--- src/rtl/svc_soc_run_ctrl.sv ---
`default_nettype none
// ============================================================================
// Module      : svc_soc_run_ctrl
// Description : Run-lifecycle sequencer for the simulated RISC-V SoC.
//               Holds the CPU in reset and then releases it. It watches for
//               halt (ebreak), trap or watchdog expiry, then stops the CPU.
//               It waits for the UART transmitter to drain and publishes a
//               single done/pass verdict used by the sim top to end the run.
//
// Ports       : clk         system clock
//               rst_n       asynchronous active-low reset
//               start       pulse, begins a run from IDLE or DONE
//               cpu_halt    CPU retired ebreak (sampled in RUN only)
//               cpu_trap    CPU illegal instruction / misaligned access
//               cpu_retire  one instruction retired this cycle
//               uart_busy   UART TX FIFO non-empty or shifting
//               cpu_rst_n   active-low reset to CPU and memories
//               cpu_run     CPU clock enable
//               running     high in RUN
//               done        high in DONE
//               pass        verdict, valid (and only ever high) in DONE
//               status      0 none, 1 halt, 2 trap, 3 timeout
//               drain_err   DRAIN ended by DRAIN_TIMEOUT
//               cycles      RUN cycles of the current/last run
//               instret     retired instructions of the current/last run
//
// Revision    : 1.0 - initial release
// ============================================================================
module svc_soc_run_ctrl #(
    parameter int unsigned RESET_HOLD       = 8,
    parameter int unsigned WATCHDOG_CYCLES  = 1_000_000,
    parameter int unsigned UART_IDLE_CYCLES = 4,
    parameter int unsigned DRAIN_TIMEOUT    = 100_000
) (
    input  logic        clk,
    input  logic        rst_n,
    input  logic        start,
    input  logic        cpu_halt,
    input  logic        cpu_trap,
    input  logic        cpu_retire,
    input  logic        uart_busy,
    output logic        cpu_rst_n,
    output logic        cpu_run,
    output logic        running,
    output logic        done,
    output logic        pass,
    output logic [1:0]  status,
    output logic        drain_err,
    output logic [31:0] cycles,
    output logic [31:0] instret
);

    // ------------------------------------------------------------------------
    // Constants. Internal counters carry one bit more than strictly needed so
    // the terminal value is always representable and never wraps to zero.
    // ------------------------------------------------------------------------
    localparam int unsigned c_hold_w  = $clog2(RESET_HOLD) + 1;
    localparam int unsigned c_idle_w  = $clog2(UART_IDLE_CYCLES) + 1;
    localparam int unsigned c_drain_w = $clog2(DRAIN_TIMEOUT) + 1;

    localparam logic [c_hold_w-1:0]  c_hold_last   = c_hold_w'(RESET_HOLD - 1);
    localparam logic [c_idle_w-1:0]  c_idle_target = c_idle_w'(UART_IDLE_CYCLES);
    localparam logic [c_drain_w-1:0] c_drain_limit = c_drain_w'(DRAIN_TIMEOUT);
    localparam logic [31:0]          c_wd_last     = 32'(WATCHDOG_CYCLES - 1);
    localparam logic [31:0]          c_cnt_max     = 32'hFFFF_FFFF;

    localparam logic [1:0] c_status_none    = 2'd0;
    localparam logic [1:0] c_status_halt    = 2'd1;
    localparam logic [1:0] c_status_trap    = 2'd2;
    localparam logic [1:0] c_status_timeout = 2'd3;

    typedef enum logic [2:0] {
        ST_IDLE  = 3'd0,
        ST_RESET = 3'd1,
        ST_RUN   = 3'd2,
        ST_DRAIN = 3'd3,
        ST_DONE  = 3'd4
    } state_t;

    // ------------------------------------------------------------------------
    // State and registered outputs
    // ------------------------------------------------------------------------
    state_t               r_state;
    logic [c_hold_w-1:0]  r_hold_cnt;
    logic [c_idle_w-1:0]  r_idle_cnt;
    logic [c_drain_w-1:0] r_drain_cnt;

    logic        r_cpu_rst_n;
    logic        r_cpu_run;
    logic        r_running;
    logic        r_done;
    logic        r_pass;
    logic [1:0]  r_status;
    logic        r_drain_err;
    logic [31:0] r_cycles;
    logic [31:0] r_instret;

    // ------------------------------------------------------------------------
    // Next-value helpers
    // ------------------------------------------------------------------------
    logic [31:0]          w_cycles_next;
    logic [31:0]          w_instret_next;
    logic                 w_wd_expire;
    logic [c_idle_w-1:0]  w_idle_next;
    logic [c_drain_w-1:0] w_drain_next;
    logic                 w_idle_reached;
    logic                 w_drain_expired;

    always_comb begin
        // Saturating run counters
        w_cycles_next  = (r_cycles == c_cnt_max) ? r_cycles : r_cycles + 32'd1;
        w_instret_next = r_instret;
        if (cpu_retire && (r_instret != c_cnt_max)) begin
            w_instret_next = r_instret + 32'd1;
        end

        // The watchdog compares the pre-increment count, so the expiry cycle
        // itself is still counted and a timeout leaves cycles at the limit.
        w_wd_expire = (r_cycles == c_wd_last);

        // Quiet-time counter restarts on any busy cycle
        w_idle_next     = uart_busy ? '0 : r_idle_cnt + c_idle_w'(1);
        w_drain_next    = r_drain_cnt + c_drain_w'(1);
        w_idle_reached  = (w_idle_next == c_idle_target);
        w_drain_expired = (w_drain_next == c_drain_limit);
    end

    // ------------------------------------------------------------------------
    // Sequencer
    // ------------------------------------------------------------------------
    always_ff @(posedge clk or negedge rst_n) begin
        if (!rst_n) begin
            r_state     <= ST_IDLE;
            r_hold_cnt  <= '0;
            r_idle_cnt  <= '0;
            r_drain_cnt <= '0;
            r_cpu_rst_n <= 1'b0;
            r_cpu_run   <= 1'b0;
            r_running   <= 1'b0;
            r_done      <= 1'b0;
            r_pass      <= 1'b0;
            r_status    <= c_status_none;
            r_drain_err <= 1'b0;
            r_cycles    <= '0;
            r_instret   <= '0;
        end else begin
            case (r_state)
                // A new run can begin either from power-up or after a verdict;
                // the previous run's results are wiped on entry to RESET.
                ST_IDLE, ST_DONE: begin
                    if (start) begin
                        r_state     <= ST_RESET;
                        r_hold_cnt  <= '0;
                        r_cpu_rst_n <= 1'b0;
                        r_cpu_run   <= 1'b0;
                        r_running   <= 1'b0;
                        r_done      <= 1'b0;
                        r_pass      <= 1'b0;
                        r_status    <= c_status_none;
                        r_drain_err <= 1'b0;
                        r_cycles    <= '0;
                        r_instret   <= '0;
                    end
                end

                ST_RESET: begin
                    if (r_hold_cnt == c_hold_last) begin
                        r_state     <= ST_RUN;
                        r_cpu_rst_n <= 1'b1;
                        r_cpu_run   <= 1'b1;
                        r_running   <= 1'b1;
                    end else begin
                        r_hold_cnt <= r_hold_cnt + c_hold_w'(1);
                    end
                end

                ST_RUN: begin
                    // The exit cycle counts towards both counters
                    r_cycles  <= w_cycles_next;
                    r_instret <= w_instret_next;
                    if (cpu_trap || cpu_halt || w_wd_expire) begin
                        if (cpu_trap) begin
                            r_status <= c_status_trap;
                        end else if (cpu_halt) begin
                            r_status <= c_status_halt;
                        end else begin
                            r_status <= c_status_timeout;
                        end
                        // CPU stays out of reset so its state can be inspected
                        r_state     <= ST_DRAIN;
                        r_cpu_run   <= 1'b0;
                        r_running   <= 1'b0;
                        r_idle_cnt  <= '0;
                        r_drain_cnt <= '0;
                    end
                end

                ST_DRAIN: begin
                    r_idle_cnt  <= w_idle_next;
                    r_drain_cnt <= w_drain_next;
                    // A clean drain takes precedence over a coincident timeout
                    if (w_idle_reached) begin
                        r_state     <= ST_DONE;
                        r_done      <= 1'b1;
                        r_drain_err <= 1'b0;
                        r_pass      <= (r_status == c_status_halt);
                    end else if (w_drain_expired) begin
                        r_state     <= ST_DONE;
                        r_done      <= 1'b1;
                        r_drain_err <= 1'b1;
                        r_pass      <= 1'b0;
                    end
                end

                default: begin
                    r_state <= ST_IDLE;
                end
            endcase
        end
    end

    // ------------------------------------------------------------------------
    // Outputs
    // ------------------------------------------------------------------------
    assign cpu_rst_n = r_cpu_rst_n;
    assign cpu_run   = r_cpu_run;
    assign running   = r_running;
    assign done      = r_done;
    assign pass      = r_pass;
    assign status    = r_status;
    assign drain_err = r_drain_err;
    assign cycles    = r_cycles;
    assign instret   = r_instret;

endmodule
`default_nettype wire
--- config.mk ---
export PLATFORM = sky130hd
export DESIGN_NAME = svc_soc_run_ctrl
export DESIGN_NICKNAME = d
export VERILOG_FILES = /design/src/rtl/svc_soc_run_ctrl.sv
export SDC_FILE = /design/constraint.sdc
export NUM_CORES = 1
export LEC_CHECK = 0
export BUFFER_PORTS_ARGS = -buffer_cell sky130_fd_sc_hd__buf_2
export CORE_ASPECT_RATIO = 1.4
export CORE_MARGIN = 5
export CORE_UTILIZATION = 35
export DETAILED_ROUTE_END_ITERATION = 10
export PLACE_DENSITY_LB_ADDON = 0.25
export SLEW_MARGIN = 20
export SYNTH_ARGS = -nofsm -noshare
export SYNTH_HDL_FRONTEND = slang
export SYNTH_SLANG_ARGS = --single-unit
export TNS_END_PERCENT = 1
--- constraint.sdc ---
create_clock -name clk -period 3.9 [get_ports clk]
set_clock_uncertainty 0.1 [all_clocks]
set_input_delay 0.78 -clock clk [delete_from_list [all_inputs] [get_ports clk]]
set_output_delay 0.78 -clock clk [all_outputs]
set_load 0.005 [all_outputs]
==> Word level (Yosys, flattened, before mapping) <==
Cells that the tools add are included.
{ "totals": {"latch_bits": 0, "mem_bits_ro": 0, "register_bits": 99, "word_cells": 91, "mem_bits_rw": 0, "output_inout_bits": 72, "in_bits": 7, "memories": 0} }
{ "op_classes": {"add_sub_neg": 5, "magnitude_cmp": 0, "n_shift": 0, "div": 0, "reduce_logical": 19, "mul": 0, "muxes": 37, "bitwise_logic": 0, "eq_ne": 18} }
{ "ops": {"columns": ["op", "n"], "rows": [
  ["$pmux W32 S2", 2],
  ["$mux W32", 3],
  ["$add A32 B1 Y32 const B", 2],
  ["$pmux W18 S2", 1],
  ["$eq A32 B20 Y1 const B", 1],
  ["$eq A32 B32 Y1 const B", 1],
  ["$ne A32 B32 Y1 const B", 1],
  ["$mux W3", 7],
  ["$add A18 B1 Y18 const B", 1],
  ["$eq A18 B17 Y1 const B", 1],
  ["$mux W18", 1],
  ["$reduce_and A3 Y1", 6],
  ["$ne A2 B2 Y1 const B", 6],
  ["$pmux W3 S4", 1],
  ["$mux W1", 8],
  ["$mux W2", 4],
  ["$mux W4", 2],
  ["$pmux W1 S2", 4],
  ["$pmux W4 S2", 1],
  ["$reduce_and A4 Y1", 2],
  ["$reduce_bool A2 Y1", 4],
  ["$eq A3 B2 Y1 const B", 2],
  ["$eq A3 B3 Y1 const B", 2],
  ["$pmux W3 S2", 1],
  ["other kinds (14)", 15]
]} }

==> Logic depth before layout (Yosys ltp) <==
Gate-level depths: netlist of run 1.
{ "logic_depth": {"depth_word": 5, "depth_mapped": 9, "mapped_depth_nobuf": 8} }

==> Least setup slack after synthesis of run 1 <==
Ideal clock, no wire load.
{ "synth_timing": {"path_type": "input port to flip-flop", "from": "input start", "to": "register r_instret[31], in the netlist instret[31]", "t_arrival_ns": 2.426, "path_slack_ns": 1.255, "path_buffers": 0, "setup_time_ns": 0.119, "cell_stages": 7, "required_ns": 3.681, "cell_sequence": "nand2b_1 -> a21oi_1 -> o311ai_1 -> a21oi_1 -> nand4_1 -> o21a_1 -> o21a_1"} }
{ "synth_between": {"elab_chain_cells": 2} }
{ "synth_rtl": {"columns": ["element", "line_no", "source"], "rows": [
  ["from (decl)", "37", "input logic start,"],
  ["$ne A2 B2 Y1 (no source line)", null, null],
  ["$reduce_and A3 Y1 (no source line)", null, null],
  ["to (signal assigned)", "180", "r_instret <= w_instret_next;"],
  ["to (decl)", "96", "logic [31:0] r_instret;"]
]} }
Every way passes these cells.
A chain may end at the register's enable or synchronous reset.

==> Worst setup path in the final report of run 1 <==
{ "layout_timing": {"from": "register r_state[0]", "to": "register r_cycles[30], in the netlist cycles[30]"} }
{ "layout_between": {"elab_chain_cells": 4, "elab_cells_between_ends": 9, "classes_between": "eq/ne: 4; mux: 1; reduce/logical: 4"} }
{ "layout_rtl": {"columns": ["element", "line_no", "source"], "rows": [
  ["from (decl)", "83", "state_t r_state;"],
  ["from (signal assigned)", "133", "r_state <= ST_IDLE;"],
  ["from (signal assigned)", "152", "r_state <= ST_RESET;"],
  ["from (signal assigned)", "168", "r_state <= ST_RUN;"],
  ["$eq A3 B3 Y1 / $logic_not A3 Y1 (equally long branches)", "147", "case (r_state)"],
  ["$reduce_or A2 Y1", "147", null],
  ["$ne A2 B2 Y1 (no source line) / $reduce_bool A2 Y1 (equally long branches)", null, null],
  ["$reduce_and A3 Y1 (no source line)", null, null],
  ["to (signal assigned)", "179", "r_cycles <= w_cycles_next;"],
  ["to (decl)", "95", "logic [31:0] r_cycles;"]
]} }
Several ways; a longest one is shown, not always the timed one.

==> key figures, run 1 <==
Status
  – Outcome: finished clean

Flow run
  – Max cap viols: 0

Power and ir drop
  – Lkg Pwr: just under 0.003 uW
  – VDD IR-drop max: around 0.21 mV
  – Power Density: approximately 450 mW/mm2

Place
  – # port buffers: about 80
  – Hpwl dp: between 9000 and 10,000 um
  – GP Congestion: about 0.82
  – Pre-CTS setup slack: about 0.95 ns

Die
  – Starting density of the core: roughly 36%
  – Die ar.: ~0.018 mm2
  – Die Y: 156 um
  – Row cnt: between 50 and 60
  – Core box area: 0.0150 mm2
  – Die W: between 100 and 150 um
  – Number of top-level pins: between 70 and 80

Route
  – Drt first pass iters: 4
  – Routed wire length: approximately 14,000 um
  – Residual DRC: 0
  – Wire length per cell: roughly 16 um
  – Vias per cell: between 5 and 6
  – Iter 0 DRT Violations: between 300 and 400
  – Remaining antenna violation count: 0
  – Total number of vias: between 4,000 and 5,000

Clocking
  – CTS sink count: just under 100
  – Clock buffer count from CTS: 9
  – Clock transition at path regs: around 0.07 ns
  – CTS Hold Buffers Added: 0
  – CTS H-tree depth: 3
  – Post-CTS Setup Bufs: 0
  – Worst skew pair latency: 0.35 ns
  – Clk buf depth: 2
  – Post-CTS resize count: 0
  – Root Driver: clkbuf_16
  – CTS tree: yes

Finish
  – Number of fill cells in the layout: between 1,500 and 2,000
  – Share of cells above drive strength 1: ~17%
  – Commonest non-fill, non-tap cells in the layout: dfrtp_1 (99), nor2_1 (88), buf_2 (77)
  – Multi-input logic area: between 0.002 and 0.003 mm2
  – Layout area overhead: 16.0%
  – Commonest non-fill, non-tap cell in the layout: dfrtp_1
  – # diodes: 0
  – Seq. cell area: approximately 0.0025 mm2
  – # nets final: about 680

Timing
  – F_max: approximately 0.34 GHz
  – Final setup TNS: 0 ns
  – Least-Margin Pin Slew: a little over 0.9 ns
  – Final setup violation count: 0
  – Worst setup margin: around 0.97 ns
  – RSZ-0062 raised after global routing: no
  – Final Critical Period: 2.93 ns
  – Final period util: between 70% and 80%
  – Slew headroom: roughly 39%
  – Slew Limit Fails: 0
  – Fin. Hold Viols: 0

Setup path
  – Worst path cell trace: or3b_1, or4_4, o211ai_1, nor2_1, nand3_1, xor2_1, nor2_1
  – CP arrival: 3.04 ns
  – Slowest CP cell: or4_4
  – Max FO, Critical Path: 14
  – CP required: approximately 4 ns
  – CP Capture Type: flop
  – CP Launch Type: flop
  – CP dominant cell by count: nor2_1
  – R2r setup slk: a little under 1 ns
  – Setup CP Type: flop to flop
  – Max incr delay on CP: about 0.57 ns

Synth
  – Avg Inst Size Synth: roughly 9 um2
  – Post-synth EDFFs: 0
  – Cell variety after synth: 52
  – Ys async rst share: 100%
  – Synth area leaders: dfrtp_1 (46%), nor2_1 (6.2%), xor2_1 (6.1%), nand3_1 (4.3%), o21ai_0 (4.1%)
  – Post-Syn Area: between 0.005 and 0.006 mm2
  – Warnings, synthesis: 0
  – Most used DFF post-synth: dfrtp_1
  – Post-synthesis sequential area ratio: between 40% and 50%
  – Synth area leader: dfrtp_1
  – Syn Inst Count: roughly 600
  – Synth Net Count: between 600 and 700
  – Share of the synthesized area in the top cell type: roughly 46%
  – #FFs+latches synth: 99

Global routing
  – Largest net degree at the start of global routing: 60
  – First-pass GRT wire length: approximately 23,000 um
  – GR Overflow Total: 0
  – Tot GR Track Use: around 16%
  – Number of global-route vias before repair: approximately 4,600
  – Initial antenna violation count: 1

Min path
  – Worst hold path type: flop to flop
[power breakdown]
| group | internal (uW) | switching (uW) | leakage (uW) |
|---|---|---|---|
| combinational | 241 | 423 | 0.00141 |
| sequential | 1140 | 145 | 0.00135 |
| clock | 458 | 418 | 0.000137 |
| total | 1830 | 986 | 0.00290 |
[path summary, 6_finish.rpt]
check	startpoint	cells after the start	to
max	r_state[0]$_DFFE_PN0P_	7	cycles[30]$_DFFE_PN0P_
min	r_drain_cnt[17]$_DFFE_PN0P_	1	r_drain_cnt[17]$_DFFE_PN0P_
max reg2reg	r_state[0]$_DFFE_PN0P_	7	cycles[30]$_DFFE_PN0P_
min reg2reg	r_drain_cnt[17]$_DFFE_PN0P_	1	r_drain_cnt[17]$_DFFE_PN0P_
max in group asynchronous	rst_n	2	r_drain_cnt[9]$_DFFE_PN0P_
min in group asynchronous	rst_n	1	cycles[15]$_DFFE_PN0P_
[routing by layer]
| layer | part of all wire (%) | vias to the layer above | global-route usage (%) |
|---|---|---|---|
| met1 | 44 | 2347 | 19.8 |
| met4 | 2.4 | 2 | 6.68 |
| met5 | 0.093 | - | 0 |
| li1 | - | 2250 | - |
| met3 | 4.8 | 23 | 3.56 |
| met2 | 49 | 92 | 27.2 |
[per-stage QoR]
stage | cells | total power [uW] | utilization, % | hold WS, ns | cell area (um2)
floorplan | 596 | 1680 | - | 0.342 | 5350
global route | 860 | 3010 | 41.4 | 0.438 | 6200
finish | 860 | 2820 | 41.4 | 0.384 | 6200
detailed placement | 844 | 1970 | 39.4 | 0.379 | 5910
CTS | 860 | 2860 | 41.4 | 0.392 | 6200
global placement | 844 | 1940 | 39.4 | 0.366 | 5910
[cell type report]
class / instances / area share [%]
sequential: 99 / 40.0
multi-input combinational: 462 / 44.0
clock inverter: 6 / 0.787
inverter: 9 / 0.545
tap: 192 / 3.87
timing repair buffer: 82 / 7.02
clock buffer: 10 / 3.85
[flip-flops by register name, indices dropped and copies added (netlist names), 2 cells and up]
| name | flops |
|---|---|
| r_drain_cnt | 18 |
| r_idle_cnt | 3 |
| r_hold_cnt | 4 |
| r_state | 3 |
| instret | 32 |
| cycles | 32 |
| status | 2 |
[Yosys cell counts, types with 4 or more instances]
master,n
nand4_1,20
nand2_2,4
o31ai_1,7
and4_1,10
nor4_1,8
xnor2_1,20
buf_2,4
nand2b_1,4
nor2b_1,4
and3_1,19
nor4b_1,5
a31oi_1,6
or3_1,5
dfrtp_1,99
nand3_1,46
inv_1,9
a21oi_1,20
o21ai_0,44
and2_1,8
ha_1,5
nor3_1,14
nor2_1,88
nand2_1,48
clkbuf_1,19
xor2_1,37
[worst max-delay path, delay by kind of cell (launching register included)]
family	cells	cell delay (ns)
and+or+nand+nor	5	1.47
xor gates and xnor gates	1	0.15
DFF	1	0.51
AOI/OAI and AO/OA	1	0.57
[cell families (layout without fill, tap and decap cells)]
| logic type | after synthesis | in the layout | synth area share, % |
|---|---|---|---|
| buffers and inverters | 35 | 107 | 2.76 |
| muxes | 6 | 6 | 1.19 |
| AOI/OAI and AO/OA | 98 | 98 | 10.9 |
| xor gates and xnor gates | 57 | 57 | 9.34 |
| DFF | 99 | 99 | 46.3 |
| and+or+nand+nor | 296 | 296 | 28.3 |
| adders and majority gates | 5 | 5 | 1.17 |
(Power assumes the default switching activity.)
==> run 2: changes to the inputs <==
==> constraint.sdc (replaced) <==
create_clock -name clk -period 2.6 [get_ports clk]
set_clock_uncertainty 0.1 [all_clocks]
set_input_delay 0.52 -clock clk [delete_from_list [all_inputs] [get_ports clk]]
set_output_delay 0.52 -clock clk [all_outputs]
set_load 0.005 [all_outputs]
==> run 2 against run 1 <==
Compared with the run above: global-route usage grew 0.65 points; register-to-register slack lost 0.96 ns; combinational power grew 78%; count of clock-buffer cells in the layout grew 1; worst hold slack lost 0.27 ns; core utilization grew 4.2 points; sequential share of layout area shrank 3.7 points; worst setup slack lost 0.96 ns; final area grew 10%; via count grew 3.7%; cell count grew 8.1%; sequential power grew 44%.
==> key figures, run 2 (synthesized netlist as in run 1, its figures left out) <==
Finish
  – Layout area overhead: 27.7%
  – Number of fill cells in the layout: 1,470 (-3.7%)
  – Share of cells above drive strength 1: 26.2% (+9.5 points)
  – # nets final: 745 (+10%)
  – Seq. cell area: 0.00248 mm2 (unchanged)
  – # diodes: 0 (unchanged)
  – Final Non-Filler Cells: 930 (+8.1%)
  – Commonest non-fill, non-tap cells in the layout: dfrtp_1 (99), nor2_1 (88), buf_2 (77)
  – Post-route design area: 0.00683 mm2 (+10%)
  – Multi-input logic area: 0.00279 mm2 (+2.2%)
  – Commonest non-fill, non-tap cell in the layout: dfrtp_1

Power and ir drop
  – Switching Share: 32.2% (-2.8 points)
  – VDD IR-drop max: 0.310 mV (+45%)
  – Sequential power share: 41.9% (-3.5 points)
  – Lkg Pwr: 0.00328 uW (+13%)
  – Power Density: 644 mW/mm2 (+41%)
  – Comb power frac: 26.8% (+3.3 points)
  – Clk pwr share: 31.3% (+0.3 points)
  – Pint: 2980 uW (+62%)
  – Switch Pwr: 1410 uW (+43%)

Clocking
  – CTS tree: yes
  – Post-CTS Setup Bufs: 0 (unchanged)
  – CTS H-tree depth: 3 (unchanged)
  – Post-CTS resize count: 4 (+4)
  – Worst skew pair latency: 0.35 ns (about the same)
  – CTS Hold Buffers Added: 0 (unchanged)
  – Clock transition at path regs: 0.07 ns (about the same)
  – CTS sink count: 99 (unchanged)
  – Clk buf depth: 2 (unchanged)
  – Clock buffer count from CTS: 9 (unchanged)
  – Root Driver: clkbuf_16

Timing
  – Worst hold slack: 0.117 ns (-0.267 ns)
  – F_max: 0.386 GHz (+13%)
  – Final Critical Period: 2.59 ns (-0.343 ns)
  – Final setup TNS: 0 ns (unchanged)
  – Final period util: 99.6% (+24 points)
  – Slew headroom: 53.1% (+15 points)
  – Final setup violation count: 0 (unchanged)
  – Fin. Hold Viols: 0 (unchanged)
  – RSZ-0062 raised after global routing: yes
  – Slew Limit Fails: 0 (unchanged)
  – Least-Margin Pin Slew: 0.703 ns (-0.216 ns)

Place
  – Hpwl dp: 10,700 um (+7.8%)
  – Placed Cells: 914 (+8.3%)
  – GP Congestion: 0.833 (+2.1%)
  – # port buffers: 78 (unchanged)
  – Area after DPL: 0.00646 mm2 (+9.3%)

Die
  – Starting density of the core: 35.7% (unchanged)
  – Core box area: 0.0150 mm2 (unchanged)
  – Die Y: 156 um (unchanged)
  – Die W: 114 um (unchanged)
  – Number of top-level pins: 79 (unchanged)
  – Row cnt: 53 (unchanged)
  – Die ar.: 0.0179 mm2 (unchanged)

Global routing
  – GR Overflow Total: 0 (unchanged)
  – Initial antenna violation count: 0 (-1)
  – Tot GR Track Use: 16.8% (+0.65 points)
  – First-pass GRT wire length: 24,400 um (+3.9%)
  – Largest net degree at the start of global routing: 57 (-5.0%)
  – Number of global-route vias before repair: 4,786 (+4.2%)

Route
  – Wire length per cell: 15.8 um (-2.9%)
  – Routed wire length: 14,700 um (+5.0%)
  – Total number of vias: 4,887 (+3.7%)
  – Remaining antenna violation count: 0 (unchanged)
  – Drt first pass iters: 4 (unchanged)
  – Residual DRC: 0 (unchanged)
  – Vias per cell: 5.25 (-4.1%)
  – Iter 0 DRT Violations: 301 (-14%)

Min path
  – Worst hold path type: input pin to asynchronous set/reset pin

Setup path
  – Reg2Reg Launch Point: r_drain_cnt[0]$_DFFE_PN0P_
  – CP startpoint: r_drain_cnt[0]$_DFFE_PN0P_
  – CP required: 2.75 ns (-1.26 ns)
  – CP Capture Type: flop
  – R2r setup slk: 0.01 ns (-0.96 ns)
  – CP arrival: 2.74 ns (-0.30 ns)
  – CP Launch Type: flop
  – Max FO, Critical Path: 8 (-6)
  – Setup CP Type: flop to flop

Flow run
  – Max cap viols: 0 (unchanged)

Status
  – Outcome: finished clean
[run 2: cell types whose count changed in the layout (fill, tap and decap cells not counted), moves of 2 or more]
cell / change
nand3_1: -2
nand3_2: +2
nor4b_2: +2
buf_4: +68
buf_12: +2
nor4b_1: -2
[run 2: critical path: stages, from the launching register on]
cell and delay [ns]:
dfrtp_1 0.41, ha_1 0.20, and4_4 0.29, and3_1 0.20, a31oi_1 0.09, o22ai_1 0.23
nand3_1 0.10, or4b_2 0.67, o31ai_1 0.21
[run 2: path summary, 6_finish.rpt]
| path | cells past startpoint | to |
|---|---|---|
| min reg2reg | 1 | r_drain_cnt[17]$_DFFE_PN0P_ |
| min | 1 | instret[26]$_DFFE_PN0P_ |
| min in group clk | 2 | r_idle_cnt[2]$_DFFE_PN0P_ |
| max reg2reg | 8 | drain_err$_DFFE_PN0P_ |
| max | 8 | drain_err$_DFFE_PN0P_ |
| max in group asynchronous | 2 | r_drain_cnt[2]$_DFFE_PN0P_ |
[run 2: stage by stage]
| stage | utilization, % | worst slack, ns | total power [uW] |
|---|---|---|---|
| 2_1_floorplan | - | -0.0272 | 2520 |
| 3_3_place_gp | 43.1 | -0.0810 | 2980 |
| 3_5_place_dp | 43.1 | -0.0711 | 3020 |
| 4_1_cts | 45.2 | -0.0218 | 4430 |
| 5_1_grt | 45.6 | -0.114 | 4670 |
| 6_report | 45.6 | 0.0105 | 4390 |
[run 2: layout make-up]
class / instances / share of cell area [%]
timing repair buffer: 152 / 14.4
multi-input combinational: 462 / 40.8
inverter: 9 / 0.495
clock inverter: 5 / 0.880
tap: 192 / 3.52
clock buffer: 11 / 3.56
sequential: 99 / 36.3
[run 2: power by group through the flow]
| stage | Clock [uW] | Sequential [uW] | Combinational, uW |
|---|---|---|---|
| 4_1_cts | 1420 | 1840 | 1170 |
| 3_3_place_gp | 0 | 1850 | 1130 |
| 2_1_floorplan | 0 | 1860 | 650 |
| 6_report | 1370 | 1840 | 1180 |
| 3_5_place_dp | 0 | 1860 | 1160 |
| 5_1_grt | 1480 | 1860 | 1320 |
[run 2: routing by layer]
layer  track usage, %  part of all wire, %
met5                0                    0
met4             5.89                  1.6
met2             28.9                   51
met1             21.4                   43
met3             2.40                  3.9
